### src/rtl/hwpe_multistream_ctrl_fsm.sv
// HWPE control FSM for N_IN source and N_OUT sink streams: handshakes the streamer,
// drives the engine, tracks per-output completion and walks tiles through the uloop.
module hwpe_multistream_ctrl_fsm #(
   parameter int unsigned N_IN   = 2,
   parameter int unsigned N_OUT  = 1,
   parameter int unsigned CNT_W  = 32,
   parameter int unsigned TILE_W = 16
) (
   input  logic                   clk_i,
   input  logic                   rst_ni,
   input  logic                   clear_i,
   input  logic                   start_i,
   input  logic [N_IN-1:0]        src_ready_start_i,
   input  logic [N_OUT-1:0]       snk_ready_start_i,
   output logic [N_IN-1:0]        src_req_start_o,
   output logic [N_OUT-1:0]       snk_req_start_o,
   output logic                   eng_start_o,
   output logic                   eng_clear_o,
   output logic                   eng_enable_o,
   input  logic                   eng_ready_i,
   input  logic [N_OUT*CNT_W-1:0] cnt_out_i,
   input  logic [N_OUT*CNT_W-1:0] cnt_limit_i,
   output logic                   uloop_enable_o,
   output logic                   uloop_clear_o,
   input  logic                   uloop_valid_i,
   input  logic                   uloop_done_i,
   output logic                   done_o,
   output logic                   busy_o,
   output logic [TILE_W-1:0]      tile_cnt_o,
   output logic [2:0]             state_o
);

   typedef enum logic [2:0] {
      StIdle      = 3'd0,
      StWaitRdy   = 3'd1,
      StCompute   = 3'd2,
      StDrain     = 3'd3,
      StUpdateIdx = 3'd4,
      StTerminate = 3'd5
   } state_e;

   state_e            state_q, state_d;
   logic [TILE_W-1:0] tile_cnt_q, tile_cnt_d;
   logic [N_OUT-1:0]  out_done_q, out_done_d;

   logic              all_rdy;
   logic [N_OUT-1:0]  limit_zero;
   logic [N_OUT-1:0]  cnt_hit;

   assign all_rdy = (&src_ready_start_i) & (&snk_ready_start_i);

   always_comb begin
      limit_zero = '0;
      cnt_hit    = '0;
      for (int k = 0; k < N_OUT; k++) begin
         limit_zero[k] = (cnt_limit_i[k*CNT_W +: CNT_W] == '0);
         cnt_hit[k]    = (cnt_out_i[k*CNT_W +: CNT_W] == cnt_limit_i[k*CNT_W +: CNT_W]);
      end
   end

   always_comb begin
      state_d         = state_q;
      tile_cnt_d      = tile_cnt_q;
      out_done_d      = out_done_q;
      src_req_start_o = '0;
      snk_req_start_o = '0;
      eng_start_o     = 1'b0;
      eng_clear_o     = 1'b1;
      eng_enable_o    = 1'b1;
      uloop_enable_o  = 1'b0;
      uloop_clear_o   = 1'b0;
      done_o          = 1'b0;

      if (clear_i) begin
         // Clear wins over everything; outputs stay at their idle defaults this cycle.
         state_d    = StIdle;
         tile_cnt_d = '0;
         out_done_d = '0;
      end else begin
         case (state_q)
            StIdle: begin
               uloop_clear_o = 1'b1;
               if (start_i) begin
                  state_d    = StWaitRdy;
                  tile_cnt_d = '0;
                  out_done_d = limit_zero;
               end
            end

            StWaitRdy: begin
               eng_clear_o  = 1'b0;
               eng_enable_o = 1'b0;
               if (all_rdy) begin
                  src_req_start_o = '1;
                  snk_req_start_o = '1;
                  eng_start_o     = 1'b1;
                  eng_enable_o    = 1'b1;
                  state_d         = StCompute;
               end
            end

            StCompute: begin
               eng_clear_o  = 1'b0;
               eng_enable_o = 1'b1;
               eng_start_o  = eng_ready_i;
               out_done_d   = out_done_q | cnt_hit;
               if (&out_done_d) begin
                  state_d = StDrain;
               end
            end

            StDrain: begin
               eng_clear_o  = 1'b0;
               eng_enable_o = 1'b0;
               if (all_rdy) begin
                  state_d    = StUpdateIdx;
                  tile_cnt_d = tile_cnt_q + 1'b1;
               end
            end

            StUpdateIdx: begin
               eng_clear_o    = 1'b0;
               eng_enable_o   = 1'b0;
               uloop_enable_o = ~uloop_valid_i;
               if (uloop_valid_i) begin
                  if (uloop_done_i) begin
                     state_d = StTerminate;
                  end else begin
                     // Next tile: restart completion tracking and zero the engine counters.
                     state_d     = StWaitRdy;
                     out_done_d  = limit_zero;
                     eng_clear_o = 1'b1;
                  end
               end
            end

            StTerminate: begin
               done_o  = 1'b1;
               state_d = StIdle;
            end

            default: begin
               state_d = StIdle;
            end
         endcase
      end
   end

   always_ff @(posedge clk_i or negedge rst_ni) begin
      if (!rst_ni) begin
         state_q    <= StIdle;
         tile_cnt_q <= '0;
         out_done_q <= '0;
      end else begin
         state_q    <= state_d;
         tile_cnt_q <= tile_cnt_d;
         out_done_q <= out_done_d;
      end
   end

   assign busy_o     = (state_q != StIdle);
   assign tile_cnt_o = tile_cnt_q;
   assign state_o    = state_q;

endmodule

### config.mk
export PLATFORM = sky130hd
export DESIGN_NAME = hwpe_multistream_ctrl_fsm
export DESIGN_NICKNAME = d
export VERILOG_FILES = /design/src/rtl/hwpe_multistream_ctrl_fsm.sv
export SDC_FILE = /design/constraint.sdc
export NUM_CORES = 1
export LEC_CHECK = 0
export BUFFER_PORTS_ARGS = -buffer_cell sky130_fd_sc_hd__buf_2
export CAP_MARGIN = 20
export CORE_ASPECT_RATIO = 0.7
export CORE_MARGIN = 2
export CORE_UTILIZATION = 39
export DETAILED_ROUTE_END_ITERATION = 10
export MAX_ROUTING_LAYER = met4
export PLACE_DENSITY = 0.77
export SLEW_MARGIN = 20
export SYNTH_ARGS = -nofsm -noshare
export SYNTH_HDL_FRONTEND = slang
export SYNTH_SLANG_ARGS = --single-unit
### constraint.sdc
create_clock -name clk_i -period 1.7 [get_ports clk_i]
set_clock_uncertainty 0.2 [all_clocks]
set_input_delay 0.255 -clock clk_i [delete_from_list [all_inputs] [get_ports clk_i]]
set_output_delay 0.255 -clock clk_i [all_outputs]
set_load 0.01 [all_outputs]
==> impl_metrics.tcl <==
set metrics [dict create \
    synth_top_family_by_area "simple AND/OR/NAND/NOR gates" \
    synth_area_um2 1680 \
    synth_edf_count 0 \
    critPathRequiredTime_ps 1240 \
    cp_slowest_cell "dfrtp_2" \
    path_cells "buf_6, buf_4, nor2b_4, o21ai_2, a21o_1, buf_2" \
    routedWlPerCell_um 14.8 \
    crit_type "register to primary output" \
    grt_pass1_vias 2053 \
    cts_buffers 3 \
    netlist.area_leader.share_pct 29.7 \
    switching_share_pct 28.1 \
    synth_xor_area_share_pct 20.8 \
    dpl_cell_area_um2 2500 \
    synthSimpleGateAreaFrac_pct 31.9 \
    slowest_delay_ps 420 \
    antenna_found_initial 0 \
    htreeDepth 1 \
    cp-end-kind "primary output" \
    antenna_left 0 \
    root_buffer "clkbuf_8" \
    reg2reg_from "state_o[1]$_DFFE_PN0P_" \
    synth_common_cells "40 x xnor2_1, 20 x dfrtp_1, 14 x nor2_1" \
    r2r-end "out_done_q$_DFFE_PN0P_" \
    final-setup-viol-count 27 \
    hold_class "input port to register" \
    fin_util_pct 72.0 \
    rsz0062_at_grt "yes" \
    fin_crit_sh_pct 112 \
    syn2layout_area_growth_pct 72.9 \
    worstMarginPinSlew_ps 439 \
    status "finished with violations" \
    dp_hpwl_um 4260 \
    regToRegSetupSlack_ps -200 \
    core_um2 4040 \
    synth_compound_area_share_pct 12.6 \
    leakage_nw 1.34 \
    gp_congestion 0.878 \
    num_io_pins 103 \
    grt_max_degree 21 \
    clockBufferDepth 2 \
    cp-startpoint "state_o[0]$_DFFE_PN0P_" \
    yosysTopAreaCell "dfrtp_1" \
    nNetsFinal 425 \
    p_clk_share_pct 28.2 \
    synth_area_leaders "dfrtp_1 30%, xnor2_1 21%, nand4_1 4.5%" \
    whs_ps 181 \
    synth_seq_cells 20 \
    drv_cap 0 \
    p_per_area_nw_per_um2 443 \
    synth_area_per_cell_um2 8.50 \
    synth-adder-area-share_pct 0.743 \
    cpLargestDelayFamily "flip-flops" \
    crit_buf_inv 3 \
    start_kind "register" \
    synth_cell_types 44 \
    layoutNonFillerInstCount 401 \
    hp-start "clear_i" \
    grt_pass1_wl_um 9250 \
    post-place-ws_ps -140 \
    p_seq_share_pct 37.6 \
    via_count 2099 \
    violations "negative setup slack" \
    drive_above_1_share_pct 56.4 \
    worst_slack_ps -206 \
    drt-total-wl_um 5920 \
    min_to "state_o[0]$_DFFE_PN0P_" \
    placedCellCount 377 \
    hold_violations 0 \
    cellInternalPower_mw 0.927 \
    yosys_warnings 0 \
    seq_area_frac_synth_pct 29.7 \
    initial_utilization_pct 41.6 \
    p_comb_share_pct 34.3 \
    overflow 0 \
    maxSlewViolCount 0 \
    syn-num-nets 273 \
    clk_latency_ps 260 \
    yosysMostFrequentCell "xnor2_1" \
    cts_tree "done" \
    ir_worst_vdd_mv 0.358 \
    via_per_inst 5.23 \
    die_w_um 82.5 \
    drt_iter0_drc 114 \
    min_period_ps 1910 \
    die_area_um2 4870 \
    yosys-mux-area-fraction_pct 0.595 \
    holdPathStages 2 \
    numPortBuffers 102 \
    n_antenna_cell 0 \
    die_height_um 59.0 \
    syn_inst 198 \
    crit_fanout 5 \
    rows 19 \
    dr.pass1.iters 4 \
    arrival_ps 1450 \
    slew_headroom_pct 70.5 \
    clk_pin_slew_ps 70 \
    synth-main-ff-cell "dfrtp_1" \
    power_switching_mw 0.361 \
    async_reset_ff_share_pct 100 \
    track_usage_pct 25.0 \
    max_freq_mhz 525 \
    drc_errors 0 \
    ff2ff_path_depth 7 \
    fin_area_um2 2910 \
    clock-sinks 20 \
]
how the worst max path moves through the flow:
stage / endpoint / slack [ps] / depth (start not counted)
6_report: eng_enable_o / -210 / 6
5_1_grt: eng_clear_o / -290 / 7
4_1_cts: eng_clear_o / -170 / 7
3_5_place_dp: tile_cnt_o[15]$_DFFE_PN0P_ / -140 / 6
3_3_place_gp: tile_cnt_o[15]$_DFFE_PN0P_ / -90 / 6
2_1_floorplan: tile_cnt_o[12]$_DFFE_PN0P_ / -140 / 7
through the flow:
stage	power [mW]	setup TNS [ps]
4_1_cts	1.24	-2480
3_3_place_gp	0.841	-659
6_report	1.29	-3750
2_1_floorplan	0.653	-1200
5_1_grt	1.37	-5670
3_5_place_dp	0.850	-1260
logic make-up (layout without fill, tap and decap cells):
| kind of cell | after synthesis | count (layout) |
|---|---|---|
| compound gates | 32 | 32 |
| xor+xnor | 40 | 40 |
| fa+ha+maj | 1 | 1 |
| buf+inv | 11 | 162 |
| flops | 20 | 20 |
| mux | 1 | 1 |
| simple gates | 93 | 93 |
registers in the layout, indices dropped and copies added, names as in the netlist:
register / flops
state_o: 3
tile_cnt_o: 16
out_done_q: 1
cell type report:
type                    count  area (µm²)
fillers                   286        1130
clock buffers               4        55.1
well taps                  52        65.1
inverters                   2        7.51
multi-input cells         167        1290
repair buffers            156         986
flip-flops and latches     20         503
per-layer routing:
metal  vias to the layer above  GRT usage, %  share of wire, %
li1                       1026             -                 -
met1                       991          34.4                46
met2                        76          39.4                48
met3                         6          4.45               5.2
met4                         0          3.98              0.86
met5                         -             -                 0
placed cells by master (no fill, tap or decap), types with 3 or more instances in the layout:
cell,count
nor3_2,3
nor3_1,3
nor3_4,3
nor4_1,10
o21ai_2,3
o31ai_2,3
o21ai_0,3
buf_2,101
o21ai_1,5
nand2b_1,4
nor2_1,12
or2_4,3
nand4_1,12
buf_4,39
nand3_1,10
buf_6,14
a21oi_1,5
dfrtp_1,18
nand2_1,8
clkbuf_8,4
xnor2_1,40
repair_timing:
item / in CTS / in global routing
setup buffers: 11 / 10
gates cloned: 0 / 0
hold buffers: 1 / 0
setup endpoints to repair: 24 / 29
hold endpoints to repair: 20 / 0
resized for setup: 27 / 27
pin swaps: 7 / 11
power groups by stage:
stage               registers [mW]  clock network, mW  logic (mW)
global placement             0.492                  0       0.348
finish                       0.484              0.363       0.442
global route                 0.484              0.406       0.480
CTS                          0.483              0.371       0.389
detailed placement           0.492                  0       0.357
floorplan                    0.494                  0       0.159
(Power assumes the default switching activity.)
